$ cat config.mk
export PLATFORM = sky130hd
export DESIGN_NAME = imsic_msi_recv
export DESIGN_NICKNAME = d
export VERILOG_FILES = /design/src/rtl/imsic_msi_recv.sv
export SDC_FILE = /design/constraint.sdc
export NUM_CORES = 1
export LEC_CHECK = 0
export ABC_AREA = 1
export CELL_PAD_IN_SITES_DETAIL_PLACEMENT = 0
export CELL_PAD_IN_SITES_GLOBAL_PLACEMENT = 1
export CORE_ASPECT_RATIO = 1.5
export CORE_MARGIN = 8
export CORE_UTILIZATION = 30
export CTS_BUF_LIST = sky130_fd_sc_hd__clkbuf_8
export CTS_CLUSTER_DIAMETER = 80
export DETAILED_ROUTE_END_ITERATION = 16
export GPL_ROUTABILITY_DRIVEN = 1
export PLACE_DENSITY = 0.73
export SKIP_CTS_REPAIR_TIMING = 1
export SLEW_MARGIN = 20
export SYNTH_ARGS = -nofsm -noshare
export SYNTH_HDL_FRONTEND = slang
export SYNTH_SLANG_ARGS = --single-unit
$ cat constraint.sdc
create_clock -name clk -period 2.3 [get_ports clk]
set_clock_uncertainty 0.05 [all_clocks]
set_input_delay 0.345 -clock clk [delete_from_list [all_inputs] [get_ports clk]]
set_output_delay 0.345 -clock clk [all_outputs]
set_load 0.02 [all_outputs]
$ cat src/rtl/imsic_msi_recv.sv
// IMSIC MSI receive stage: decodes setipnum_le writes per hart/interrupt file,
// queues valid MSIs and presents each as a stable info word with a level-held valid.
module imsic_msi_recv #(
  parameter int NR_INTP_FILES   = 7,
  parameter int NR_HARTS        = 4,
  parameter int NR_HARTS_WIDTH  = 2,
  parameter int NR_SRC          = 32,
  parameter int ADDR_WIDTH      = 17,
  parameter int FIFO_DEPTH      = 4,
  parameter int VLD_HIGH        = 4,
  parameter int VLD_LOW         = 4,
  parameter int NR_SRC_WIDTH    = $clog2(NR_SRC),
  parameter int INTP_FILE_WIDTH = $clog2(NR_INTP_FILES),
  parameter int MSI_INFO_WIDTH  = NR_HARTS_WIDTH + INTP_FILE_WIDTH + NR_SRC_WIDTH
) (
  input  logic                      clk,
  input  logic                      rstn,
  input  logic                      i_wr_vld,
  output logic                      o_wr_rdy,
  input  logic [ADDR_WIDTH-1:0]     i_wr_addr,
  input  logic [31:0]               i_wr_data,
  output logic                      o_resp_vld,
  output logic                      o_resp_err,
  input  logic                      i_resp_rdy,
  output logic [MSI_INFO_WIDTH-1:0] o_msi_info,
  output logic                      o_msi_info_vld,
  output logic [15:0]               o_drop_cnt
);

  localparam int PAGE_W = ADDR_WIDTH - 12;
  localparam int FAW    = $clog2(FIFO_DEPTH);
  localparam int CNT_W  = $clog2((VLD_HIGH > VLD_LOW) ? VLD_HIGH : VLD_LOW) + 1;

  typedef enum logic [1:0] {IDLE, HIGH, LOW} state_t;

  state_t                      state_q, state_d;
  logic [CNT_W-1:0]            cnt_q, cnt_d;
  logic                        vld_d;
  logic                        load, pop;
  logic                        rdy_en_q;

  logic [PAGE_W-1:0]           page;
  logic [NR_HARTS_WIDTH-1:0]   hart;
  logic [INTP_FILE_WIDTH-1:0]  file;
  logic                        wr_ok;
  logic                        accept, push;

  logic [MSI_INFO_WIDTH-1:0]   mem [FIFO_DEPTH];
  logic [FAW:0]                wptr_q, rptr_q;
  logic                        full, empty;

  // Address decode: one 4 KiB page per interrupt file, files grouped per hart.
  assign page  = i_wr_addr[ADDR_WIDTH-1:12];
  assign hart  = NR_HARTS_WIDTH'(page / PAGE_W'(NR_INTP_FILES));
  assign file  = INTP_FILE_WIDTH'(page % PAGE_W'(NR_INTP_FILES));
  assign wr_ok = (32'(page) < 32'(NR_HARTS * NR_INTP_FILES))
               && (i_wr_addr[11:0] == '0)
               && (i_wr_data[31:NR_SRC_WIDTH] == '0)
               && (i_wr_data != '0);

  assign full  = (wptr_q[FAW-1:0] == rptr_q[FAW-1:0]) && (wptr_q[FAW] != rptr_q[FAW]);
  assign empty = (wptr_q == rptr_q);

  // rdy_en_q keeps ready low while in reset and for no longer than the first edge after it.
  assign o_wr_rdy = rdy_en_q & ~full & ~(o_resp_vld & ~i_resp_rdy);
  assign accept   = i_wr_vld & o_wr_rdy;
  assign push     = accept & wr_ok;

  always_ff @(posedge clk) begin
    if (push) mem[wptr_q[FAW-1:0]] <= {hart, file, i_wr_data[NR_SRC_WIDTH-1:0]};
  end

  always_ff @(posedge clk or negedge rstn) begin
    if (!rstn) begin
      rdy_en_q   <= 1'b0;
      wptr_q     <= '0;
      rptr_q     <= '0;
      o_resp_vld <= 1'b0;
      o_resp_err <= 1'b0;
      o_drop_cnt <= '0;
    end else begin
      rdy_en_q <= 1'b1;
      if (push) wptr_q <= wptr_q + (FAW+1)'(1);
      if (pop)  rptr_q <= rptr_q + (FAW+1)'(1);
      if (accept) begin
        o_resp_vld <= 1'b1;
        o_resp_err <= ~wr_ok;
      end else if (i_resp_rdy) begin
        o_resp_vld <= 1'b0;
        o_resp_err <= 1'b0;
      end
      if (accept && !wr_ok && (o_drop_cnt != '1)) o_drop_cnt <= o_drop_cnt + 16'd1;
    end
  end

  always_comb begin
    state_d = state_q;
    cnt_d   = cnt_q;
    vld_d   = o_msi_info_vld;
    load    = 1'b0;
    pop     = 1'b0;
    case (state_q)
      IDLE: begin
        if (!empty) begin
          load    = 1'b1;
          vld_d   = 1'b1;
          cnt_d   = CNT_W'(VLD_HIGH - 1);
          state_d = HIGH;
        end
      end
      HIGH: begin
        if (cnt_q == '0) begin
          vld_d   = 1'b0;
          cnt_d   = CNT_W'(VLD_LOW - 1);
          state_d = LOW;
        end else begin
          cnt_d = cnt_q - CNT_W'(1);
        end
      end
      LOW: begin
        // Head entry is retired only after the low phase so the info word stays stable.
        if (cnt_q == '0) begin
          pop     = 1'b1;
          state_d = IDLE;
        end else begin
          cnt_d = cnt_q - CNT_W'(1);
        end
      end
      default: state_d = IDLE;
    endcase
  end

  always_ff @(posedge clk or negedge rstn) begin
    if (!rstn) begin
      state_q        <= IDLE;
      cnt_q          <= '0;
      o_msi_info_vld <= 1'b0;
      o_msi_info     <= '0;
    end else begin
      state_q        <= state_d;
      cnt_q          <= cnt_d;
      o_msi_info_vld <= vld_d;
      if (load) o_msi_info <= mem[rptr_q[FAW-1:0]];
    end
  end

endmodule

After elaboration in Yosys (flattened, before gate mapping)
Memories as Yosys holds them, arrays and structs flattened. A register that Yosys moved wholly into a read port is not among the register bits.
Cells that the tools add are included.

word-level totals
  output and inout port bits = 30
  register bits = 31
  memory bits (writable) = 40
  word-level logic and storage cells = 75
  memories kept = 1

memory list
  memory  words  bits a word  rd ports  clocked after memory_dff  write ports  RTL line  text
  mem     4      10           1         1                         1            48        logic [MSI_INFO_WIDTH-1:0] mem [FIFO_DEPTH];

cells by class
  multiplexer cells = 20
  bitwise operators = 9
  reduce and logical (&&, ||, !) cells = 19
  divide/modulo/power cells = 2
  add/sub/neg operators = 4
  order comparisons = 1
  equal/unequal tests = 10

operators by type and width
  operator                                           number
  nonzero test 32 bit                                1
  logical NOT 27 bit                                 1
  adder 16 x 1 -> 16 bit, second input constant      1
  inequality test 16 bit, second input constant      1
  logical NOT 12 bit                                 1
  two-way mux 1 bit                                  11
  two-way mux 3 bit                                  3
  one-hot mux 3 bit (3 select lines)                 1
  AND reduction 3 bit                                3
  inequality test 2 bit, second input constant       4
  adder 3 x 1 -> 3 bit, second input constant        2
  logical AND 1 bit                                  6
  two-way mux 2 bit                                  3
  one-hot mux 2 bit (3 select lines)                 1
  bitwise AND 1 bit                                  5
  divider 5 x 3 -> 5 bit, second input constant      1
  less-than comparator 5 bit, second input constant  1
  modulo 5 x 3 -> 5 bit, second input constant       1
  inverter 1 bit                                     4
  nonzero test 2 bit                                 2
  equality test 3 bit                                1
  logical NOT 3 bit                                  1
  nonzero test 3 bit                                 1
  subtractor 3 x 1 -> 3 bit, second input constant   1
  7 further kinds                                    8

Logic depth before layout (Yosys ltp)
Gate-level depths: netlist of the first run.

  depth after elaboration = 9
  mapped depth = 13

Least setup slack after synthesis of the first run
No wires, ideal clock.

  kind = reg-to-reg
  start = register wptr_q[0]
  end = memory mem[0][0] (netlist bit), enable pin
  arrival = 1.577 ns
  setup slack = 0.297 ns
  path buffers = 0
  cell stages (with the launch flop) = 9
  data required time = 1.874 ns
  cells stage by stage = dfrtp_1 > inv_1 > nand2_1 > nand2_1 > nand3_1 > nand2_1 > nor2_4 > nand4_1 > nor2_1

between the ends
  cells in the longest elaborated chain, start to end = 9

RTL lines
  what                                     RTL line  text
  start: declaration                       49        logic [FAW:0] wptr_q, rptr_q;
  start signal: assignment                 83        if (push) wptr_q <= wptr_q + (FAW+1)'(1);
  equality test 2 bit                      61        assign full = (wptr_q[FAW-1:0] == rptr_q[FAW-1:0]) && (wptr_q[FAW] != rptr_q[FAW]);
  logical AND 1 bit                        61
  inverter 1 bit                           65        assign o_wr_rdy = rdy_en_q & ~full & ~(o_resp_vld & ~i_resp_rdy);
  bitwise AND 1 bit (2 in a row)           65
  bitwise AND 1 bit                        66        assign accept = i_wr_vld & o_wr_rdy;
  bitwise AND 1 bit                        67        assign push = accept & wr_ok;
  two-way mux 1 bit                        70        if (push) mem[wptr_q[FAW-1:0]] <= {hart, file, i_wr_data[NR_SRC_WIDTH-1:0]};
  two-way mux 1 bit (implied by the code)  70
  end: declaration                         48

Several ways; a longest one is shown, not always the timed one.

Worst setup path after layout of the first run
  start = input port i_wr_addr[14]
  end = memory mem[0][6] (netlist bit) (data pin)

between the ends
  cells in the longest elaborated chain, start to end = 1

RTL lines
  what                   RTL line  text
  start: declaration     20        input logic [ADDR_WIDTH-1:0] i_wr_addr,
  modulo 5 x 3 -> 5 bit  55        assign file = INTP_FILE_WIDTH'(page % PAGE_W'(NR_INTP_FILES));
  net file[1]            44        logic [INTP_FILE_WIDTH-1:0] file;

The timed path passes the listed nets, and every way through them passes these cells.

==> metrics.csv, run 1 <==
stage,metric,value,unit
outcome,status,completed,
route,wl_met2,5514,µm
die,coreArea,14060,µm²
route,wl_met3,508,µm
finish,area_growth_syn_to_layout,32.76,%
placed_design,io_buffers,82,
sta,drv_slew,0,
die,ioPinCount,83,
synth,synth_warnings,0,
finish,final_util,40.75,%
route,via_per_inst,4.460,
cts,h-tree-depth,3,
placed_design,place_hpwl,8260,µm
synth,ys_ff_latch,81,
route,drt_iter0_markers,162,
sta,fin_ws,0.2249,ns
worst_setup_path,crit_required,2.35,ns
synth,synth_top_area_share,27.83,%
synth,synth_top_cell_by_area,edfxtp_1,
die,floorplan.rows,53,
finish,fin_nets,686,
synth,yosysUniqueCellTypes,33,
worst_setup_path,crit_path_start_kind,input pin,
die,die_w,113.9,µm
finish,diodes,0,
die,dieArea,18560,µm²
sta,whs,0.4408,ns
power,power_density,552.3,nW/µm²
cts,clkSlewWorstSetupHoldPaths,0.10,ns
cts,worstSkewPairLatency,0.36,ns
cts,cts.sinks,81,
grt,grt_max_degree,26,
power,peakVddDrop,0.2268,mV
hold_path,hold_class,flip-flop to flip-flop,
flow_run,maxCapViolCount,0,
worst_setup_path,path_cells,clkdlybuf4s50_1 -> nand2_2 -> nor2_1 -> inv_1 -> nand2_1 -> inv_1 -> ha_1 -> nand3_1 -> nand2_1 -> nand3_1 -> nand3_1 -> nand2_1 -> nand2_1,
grt,first_global_vias,3594,
route,highest_layer,met4,
placed_design,finalWeightedCongestion,0.7865,
synth,ys_seq_area_share,51.61,%
grt,grt_pass1_wl,16950,µm
cts,tritoncts,yes,
sta,tns,0,ns
sta,max_slew_margin,59.36,%
worst_setup_path,cpMostUsedCell,nand2_1,
route,dr.pass1.iters,4,
sta,max_freq,481.9,MHz
sta,period_needed,2.075,ns
die,start_util,30.70,%
route,wire_per_inst,12.54,µm
route,vias,3639,
route,routed_wl,10240,µm
route,ant_nets,0,
worst_setup_path,arrival,2.12,ns
synth,synth_area,4315,µm²
worst_setup_path,crit_fanout,4,
worst_setup_path,critPathCaptureType,flip-flop,
synth,syn-num-nets,579,
grt,grt-ovfl-total,0,
die,fp.dieH,162.9,µm
cts,cts-root-buf,clkbuf_8,
finish,layout-drive-gt1-share,9.295,%
route,drc,0,
synth,netlist_instances,512,
grt,antenna_found_initial,0,
cts,cts_buffers,9,
sta,report.final.hold_viol_count,0,
route,wl_met1,4031,µm
grt,grt.total_usage,11.48,%
worst_setup_path,slowest_stage,clkdlybuf4s50_1,
synth,synthTopCellsByArea,"edfxtp_1, dfrtp_1, nand2_1",
worst_setup_path,critical_path_class,input pin to flip-flop,
sta,rsz0062_at_grt,false,
cts,clockBufferDepth,2,
sta,finalSetupViolCount,0,
finish,fill_cells,1442,
sta,fin_crit_sh,90.22,%
placed_design,pre_cts_slack,-0.1912,ns
sta,tightest_slew,0.6097,ns
power,leakagePower,2.449,nW
worst_setup_path,slowest_delay,0.49,ns
synth,syn_area_per_cell,8.428,µm²
[path summary, 6_finish.rpt]
path                                      from  slack [ns]              to  cells after the start
worst min register to register  o_msi_info_vld        0.44  o_msi_info_vld                      2
min in group asynchronous                 rstn        0.46  o_msi_info_vld                      2
worst max register to register   o_drop_cnt[0]        0.41   o_drop_cnt[2]                      7
worst min-delay path            o_msi_info_vld        0.44  o_msi_info_vld                      2
max in group asynchronous                 rstn        1.15       rptr_q[0]                      3
worst max-delay path             i_wr_addr[14]        0.22       mem[0][6]                     13
[synth_stat cells]
library cell and n:
nand2_1 121, nor2_1 120, inv_1 44, dfrtp_1 41
edfxtp_1 40, o21ai_0 29, nand3_1 22, nand4_1 22
ha_1 14, a31oi_1 10, xor2_1 9, buf_2 6
xnor2_1 6, clkbuf_1 5, nor2_4 3, inv_2 2
nand3_4 2, a21oi_1 1, and2_1 1, buf_1 1
buf_6 1, conb_1 1, mux2i_1 1, nand2_2 1
nand3_2 1, nand3b_1 1, nand4_4 1, nor2_2 1
nor3_2 1, o21a_1 1, o21ai_2 1, o22ai_1 1
o31ai_1 1
[power by group]
part / internal (mW) / switching [mW]
registers: 1.56 / 0.0533
clock network: 0.532 / 0.588
logic: 0.219 / 0.207
total: 2.32 / 0.848
[layer usage]
metal  up-vias  track usage (%)
met5         -                0
met4         0            5.106
met3        14            3.526
met2        70            21.05
met1      1665            11.61
li1       1890                -
[registers in the layout, summed over array words and instances (netlist names), 2 cells and up]
| register | flops |
|---|---|
| cnt_q | 3 |
| state_q | 2 |
| rptr_q | 3 |
| mem | 40 |
| wptr_q | 3 |
| o_msi_info | 10 |
| o_drop_cnt | 16 |
[cell type report]
cell class / instances / area [µm²] / area share [%]
multi-input cells: 372 / 1852 / 32.32
well taps: 192 / 240.2 / 4.193
clock buffers: 9 / 123.9 / 2.162
flip-flops and latches: 81 / 2230 / 38.92
repair buffers: 109 / 1023 / 17.86
inverters: 46 / 172.7 / 3.014
clock inverters: 7 / 87.58 / 1.529
[cell usage in the layout (no fill, tap or decap), types with 3 or more instances in the layout]
cell type / netlist / routed
a31oi_1: 10 / 10
buf_4: 0 / 26
clkbuf_8: 0 / 9
clkdlybuf4s50_1: 0 / 80
dfrtp_1: 41 / 39
edfxtp_1: 40 / 40
ha_1: 14 / 14
inv_1: 44 / 44
inv_6: 0 / 4
nand2_1: 121 / 121
nand3_1: 22 / 22
nand4_1: 22 / 22
nor2_1: 120 / 120
nor2_4: 3 / 3
o21ai_0: 29 / 29
xnor2_1: 6 / 6
xor2_1: 9 / 9
[critical path: cells and delay by family]
| kind | cells | cell delay, ns |
|---|---|---|
| AND/OR/NAND/NOR | 9 | 0.90 |
| adder cells (fa/ha/maj) | 1 | 0.26 |
| buffers and inverters | 3 | 0.61 |
[logic make-up (layout without fill, tap and decap cells)]
| group | Yosys count | after routing | share of synthesized area (%) |
|---|---|---|---|
| and+or+nand+nor | 297 | 297 | 29.86 |
| DFF | 81 | 81 | 51.61 |
| buffers and inverters | 59 | 171 | 5.480 |
| AOI/OAI and AO/OA | 44 | 44 | 5.625 |
| xor gates and xnor gates | 15 | 15 | 3.044 |
| adders and majority gates | 14 | 14 | 4.059 |
| other | 1 | 1 | 0.08690 |
| muxes | 1 | 1 | 0.2320 |
[per-stage QoR]
| step | power [mW] | instance area, µm² | instances |
|---|---|---|---|
| finish | 3.165 | 5729 | 816 |
| CTS | 3.210 | 5714 | 815 |
| global route | 3.314 | 5729 | 816 |
| global placement | 2.073 | 5503 | 799 |
| floorplan | 1.828 | 4315 | 512 |
| detailed placement | 2.083 | 5503 | 799 |
No activity file was read; power rests on OpenSTA's default activity.
==> inputs of run 2 (changes only) <==
--- a/config.mk
+++ b/config.mk
@@ -10,12 +10,12 @@
 export CELL_PAD_IN_SITES_GLOBAL_PLACEMENT = 1
 export CORE_ASPECT_RATIO = 1.5
 export CORE_MARGIN = 8
-export CORE_UTILIZATION = 30
+export CORE_UTILIZATION = 40
 export CTS_BUF_LIST = sky130_fd_sc_hd__clkbuf_8
 export CTS_CLUSTER_DIAMETER = 80
 export DETAILED_ROUTE_END_ITERATION = 16
 export GPL_ROUTABILITY_DRIVEN = 1
-export PLACE_DENSITY = 0.73
+export PLACE_DENSITY = 0.9
 export SKIP_CTS_REPAIR_TIMING = 1
 export SLEW_MARGIN = 20
 export SYNTH_ARGS = -nofsm -noshare
==> metrics.csv, run 2 (synthesis results as in run 1) <==
stage,metric,value,unit,change
power,clockPowerShare,32.6,%,-2.8 points
worst_setup_path,arrival,2.10,ns,-0.02 ns
finish,fin_nets,682,,-0.58%
cts,clockBufferDepth,2,,unchanged
finish,diodes,0,,unchanged
route,routed_wl,10360,µm,+1.2%
worst_setup_path,ff2ff_setup_slack,0.44,ns,+0.03 ns
sta,drv_slew,0,,unchanged
placed_design,finalWeightedCongestion,0.7846,,-0.24%
sta,max_slew_margin,56.47,%,-2.9 points
power,power_density,538.8,nW/µm²,-2.5%
die,coreArea,10530,µm²,-25%
power,leakagePower,2.418,nW,-1.2%
cts,clkSlewWorstSetupHoldPaths,0.08,ns,-0.02 ns
die,fp.dieH,143.2,µm,-12%
power,switching_share,27.52,%,+0.72 points
grt,grt-ovfl-total,0,,unchanged
outcome,violations,negative hold slack,,
placed_design,io_buffers,82,,unchanged
placed_design,place_hpwl,7917,µm,-4.2%
cts,worstSkewPairLatency,0.36,ns,about the same
power,p_comb_share,13.9,%,+0.4 points
grt,first_global_vias,3869,,+7.7%
die,ioPinCount,83,,unchanged
cts,h-tree-depth,3,,unchanged
sta,tightest_slew,0.6523,ns,+0.04264 ns
cts,cts-root-buf,clkbuf_8,,
worst_setup_path,crit_required,2.36,ns,about the same
route,via_per_inst,4.908,,+10%
power,finalPower,3.026,mW,-4.4%
sta,fin_crit_sh,88.98,%,-1.2 points
cts,tritoncts,yes,,
die,floorplan.rows,46,,-13%
finish,ff_latch_area,2228,µm²,about the same
worst_setup_path,crit_path_start_kind,input pin,,
finish,mostFrequentLayoutCell,nand2_1,,
finish,multi_input_comb_area,1854,µm²,+0.14%
flow_run,maxCapViolCount,0,,unchanged
finish,final_cell_mix,"nand2_1, nor2_1, clkdlybuf4s50_1",,
hold_path,hold_class,input pin to asynchronous set/reset pin,,
die,start_util,40.97,%,+10 points
cts,cts_buffers,9,,unchanged
worst_setup_path,critical_path_class,input pin to flip-flop,,
power,p_int,2.193,mW,-5.3%
sta,max_freq,488.6,MHz,+1.4%
worst_setup_path,crit_path_end,mem[3][5],,
cts,cts.sinks,81,,unchanged
sta,whs,-0.006275,ns,-0.4470 ns
worst_setup_path,cp-startpoint,i_wr_addr[14],,
grt,grt_max_degree,42,,+62%
die,die_w,100.8,µm,-12%
grt,antenna_found_initial,0,,unchanged
placed_design,placed_area,5420,µm²,-1.5%
route,wire_per_inst,13.55,µm,+8.1%
die,dieArea,14440,µm²,-22%
worst_setup_path,critPathCaptureType,flip-flop,,
route,drc,0,,unchanged
finish,layout-drive-gt1-share,8.710,%,-0.59 points
finish,largest_reg_flops,40,,unchanged
sta,report.final.hold_viol_count,3,,+3
sta,period_needed,2.047,ns,-0.02853 ns
grt,grt_pass1_wl,17520,µm,+3.4%
finish,fin_area,5617,µm²,-2.0%
sta,finalSetupViolCount,0,,unchanged
worst_setup_path,crit_fanout,4,,unchanged
worst_setup_path,regToRegEndpoint,o_drop_cnt[6],,
finish,area_growth_syn_to_layout,30.15,%,
power,seqPwrFrac,53.5,%,+2.4 points
grt,grt.total_usage,15.41,%,+3.9 points
worst_setup_path,regToRegStartpoint,o_drop_cnt[0],,
worst_setup_path,reg2reg_depth,7,,unchanged
route,dr.pass1.iters,4,,unchanged
power,peakVddDrop,0.3547,mV,+56%
finish,fill_cells,995,,-31%
route,ant_nets,0,,unchanged
route,drt_iter0_markers,176,,+8.6%
power,p_sw,0.8326,mW,-1.8%
route,vias,3750,,+3.1%
sta,rsz0062_at_grt,false,,
outcome,status,"complete, but fails checks",,
## run 2: how the worst min path moves through the flow
stage          cells past startpoint  start  slack, ns             to
3_5_place_dp                       2   rstn       0.41       cnt_q[1]
6_report                           2   rstn     -0.006  o_drop_cnt[7]
3_3_place_gp                       2   rstn       0.41       cnt_q[1]
2_1_floorplan                      0   rstn    -0.0006       cnt_q[0]
4_1_cts                            2   rstn      0.005       cnt_q[1]
5_1_grt                            2   rstn       0.04  o_msi_info[1]
## run 2: metal layers
metal	GRT usage (%)	wire length [µm]	share of wire, %
met1	15.80	3894	38
met2	28.32	5743	55
met3	4.581	553	5.3
met4	5.920	165	1.6
met5	0	0	0
## run 2: critical path, cell delays in order
cell and delay (ns):
clkdlybuf4s50_1 0.50, nand2_2 0.07, nor2_2 0.14, inv_1 0.07
nand2_1 0.06, inv_1 0.04, ha_1 0.26, nand3_1 0.08
nand2_1 0.09, nand3_1 0.12, nand3_1 0.14, nand2_1 0.09
nand2_1 0.09
## run 2: metrics by stage
stage / instances / setup TNS (ns) / hold slack, ns / utilization [%] / worst slack (ns)
after global placement: 748 / -1.711 / 0.4088 / 51.46 / -0.1270
after global routing: 764 / 0 / 0.03907 / 53.33 / 0.05897
after detailed placement: 748 / -3.027 / 0.4098 / 51.46 / -0.2100
final: 764 / 0 / -0.006275 / 53.33 / 0.2534
after floorplan: 512 / 0 / -0.0005911 / - / 0.2966
after CTS: 764 / -0.04235 / 0.004553 / 53.27 / -0.04235
## run 2: power by group through the flow
| stage | clock [mW] | combinational [mW] | sequential (mW) |
|---|---|---|---|
| after floorplan | 0 | 0.146 | 1.68 |
| after global placement | 0 | 0.415 | 1.65 |
| after detailed placement | 0 | 0.426 | 1.65 |
| after CTS | 1.01 | 0.428 | 1.62 |
| after global routing | 1.07 | 0.467 | 1.63 |
| final | 0.986 | 0.422 | 1.62 |
## run 2: layout make-up
class	count	area share [%]
Inverter	46	3.074
Clock buffer	9	2.205
Timing Repair Buffer	105	17.64
Sequential cell	81	39.67
Clock inverter	7	1.181
Tap cell	144	3.208
Multi-Input combinational cell	372	33.01
==> inputs of run 3 (changes only) <==
--- a/config.mk
+++ b/config.mk
@@ -15,6 +15,7 @@
 export CTS_CLUSTER_DIAMETER = 80
 export DETAILED_ROUTE_END_ITERATION = 16
 export GPL_ROUTABILITY_DRIVEN = 1
+export MAX_ROUTING_LAYER = met4
 export PLACE_DENSITY = 0.9
 export SKIP_CTS_REPAIR_TIMING = 1
 export SLEW_MARGIN = 20
==> metrics.csv, run 3 (synthesis results as in run 1) <==
stage,metric,value,unit,change
outcome,status,"complete, but fails checks",,
outcome,violations,negative hold slack,,
cts,clockBufferDepth,2,,unchanged
sta,fin_crit_sh,88.95,%,about the same
worst_setup_path,critical_path_class,input pin to flip-flop,,
sta,whs,-0.004154,ns,+0.002120 ns
finish,diodes,0,,unchanged
finish,multi_input_comb_area,1854,µm²,unchanged
cts,cts_buffers,9,,unchanged
cts,clkSlewWorstSetupHoldPaths,0.09,ns,about the same
power,peakVddDrop,0.3510,mV,-1.0%
cts,cts-root-buf,clkbuf_8,,
finish,fill_cells,995,,unchanged
route,drt_iter0_markers,178,,+1.1%
placed_design,io_buffers,82,,unchanged
cts,cts.sinks,81,,unchanged
sta,drv_slew,0,,unchanged
worst_setup_path,crit_path_start_kind,input pin,,
die,die_w,100.8,µm,unchanged
sta,max_freq,488.8,MHz,about the same
sta,rsz0062_at_grt,false,,
route,ant_nets,0,,unchanged
finish,ff_latch_area,2228,µm²,unchanged
power,power_density,538.4,nW/µm²,about the same
sta,tightest_slew,0.6408,ns,-0.01152 ns
grt,grt_pass1_wl,17520,µm,unchanged
power,finalPower,3.024,mW,about the same
grt,first_global_vias,3871,,+0.052%
hold_path,hold_class,input pin to asynchronous set/reset pin,,
cts,h-tree-depth,3,,unchanged
finish,mostFrequentLayoutCell,nand2_1,,
sta,max_slew_margin,57.23,%,+0.77 points
finish,final_cell_mix,"nand2_1, nor2_1, clkdlybuf4s50_1",,
worst_setup_path,crit_required,2.36,ns,about the same
sta,report.final.hold_viol_count,10,,+7
worst_setup_path,path_cells,clkdlybuf4s50_1 -> nand2_2 -> nor2_2 -> inv_1 -> nand2_1 -> inv_1 -> ha_1 -> nand3_1 -> nand2_1 -> nand3_1 -> nand3_1 -> nand2_1 -> nand2_1,,
worst_setup_path,slowest_stage,clkdlybuf4s50_1,,
worst_setup_path,cpMostUsedCell,nand2_1,,
grt,antenna_found_initial,0,,unchanged
finish,finalNonFillerCells,764,,unchanged
worst_setup_path,critPathTopFamily,simple AND/OR/NAND/NOR gates,,
finish,largest_reg_flops,40,,unchanged
worst_setup_path,critPathCaptureType,flip-flop,,
route,vias,3734,,-0.43%
sta,finalSetupViolCount,0,,unchanged
placed_design,finalWeightedCongestion,0.7956,,+1.4%
route,dr.pass1.iters,4,,unchanged
die,coreArea,10530,µm²,unchanged
finish,area_growth_syn_to_layout,30.15,%,unchanged
worst_setup_path,arrival,2.10,ns,about the same
grt,grt_max_degree,42,,unchanged
power,leakagePower,2.418,nW,unchanged
grt,grt.total_usage,15.81,%,+0.39 points
die,dieArea,14440,µm²,unchanged
placed_design,place_hpwl,7917,µm,unchanged
die,ioPinCount,83,,unchanged
die,floorplan.rows,46,,unchanged
die,fp.dieH,143.2,µm,unchanged
route,wire_per_inst,13.50,µm,-0.42%
placed_design,placedCellCount,748,,unchanged
cts,worstSkewPairLatency,0.36,ns,about the same
worst_setup_path,crit_fanout,4,,unchanged
finish,layout-drive-gt1-share,8.710,%,unchanged
route,drc,0,,unchanged
flow_run,maxCapViolCount,0,,unchanged
route,via_per_inst,4.887,,-0.43%
worst_setup_path,crit_buf_inv,3,,unchanged
cts,tritoncts,yes,,
route,routed_wl,10310,µm,-0.42%
sta,period_needed,2.046,ns,-0.0007410 ns
finish,fin_nets,682,,unchanged
worst_setup_path,slowest_delay,0.50,ns,about the same
grt,grt-ovfl-total,0,,unchanged
die,start_util,40.97,%,unchanged
run 3: metal layers:
| layer | share of wire (%) | track usage, % | vias to the layer above | wire (µm) |
|---|---|---|---|---|
| met3 | 4.7 | 3.899 | 10 | 486 |
| met5 | 0 | - | - | 0 |
| met4 | 1.7 | 5.920 | 0 | 172 |
| li1 | - | - | 1878 | - |
| met2 | 56 | 28.39 | 90 | 5733 |
| met1 | 38 | 16.07 | 1756 | 3919 |
run 3: worst register-to-register path: stages, from the launching register on:
cell and delay (ns):
dfrtp_1 0.43, ha_1 0.25, nand3_2 0.14, nor2_4 0.19, nand4_4 0.28, nand3_4 0.31, nand2_1 0.09, nand2_1 0.07
run 3: final cells by class:
cell class | instances | area share (%)
Sequential cell | 81 | 39.67
Tap cell | 144 | 3.208
Inverter | 46 | 3.074
Clock inverter | 7 | 1.181
Multi-Input combinational cell | 372 | 33.01
Timing Repair Buffer | 105 | 17.64
Clock buffer | 9 | 2.205
run 3: stage by stage:
| stage | setup WS, ns | hold slack [ns] | utilization (%) | TNS (ns) | instance area (µm²) |
|---|---|---|---|---|---|
| floorplan | 0.2966 | -0.0005911 | - | 0 | 4315 |
| global placement | -0.1270 | 0.4088 | 51.46 | -1.711 | 5420 |
| detailed placement | -0.2100 | 0.4098 | 51.46 | -3.027 | 5420 |
| CTS | -0.04235 | 0.004553 | 53.27 | -0.04235 | 5610 |
| global route | 0.05646 | 0.04160 | 53.33 | 0 | 5617 |
| finish | 0.2542 | -0.004154 | 53.33 | 0 | 5617 |
run 3: worst paths after layout:
kind | start | end | slack [ns] | depth (start not counted)
min reg2reg | o_msi_info_vld | o_msi_info_vld | 0.45 | 2
max reg2reg | o_drop_cnt[0] | o_drop_cnt[6] | 0.43 | 7
min | rstn | o_msi_info[6] | -0.004 | 2
max | i_wr_addr[14] | mem[3][5] | 0.25 | 13
max in group asynchronous | rstn | wptr_q[0] | 1.79 | 2
min in group clk | o_msi_info_vld | o_msi_info_vld | 0.45 | 2
run 3: where the power goes:
group	switching [mW]	internal (mW)
registers	0.0530	1.56
logic	0.207	0.215
clock network	0.571	0.414
total	0.831	2.19
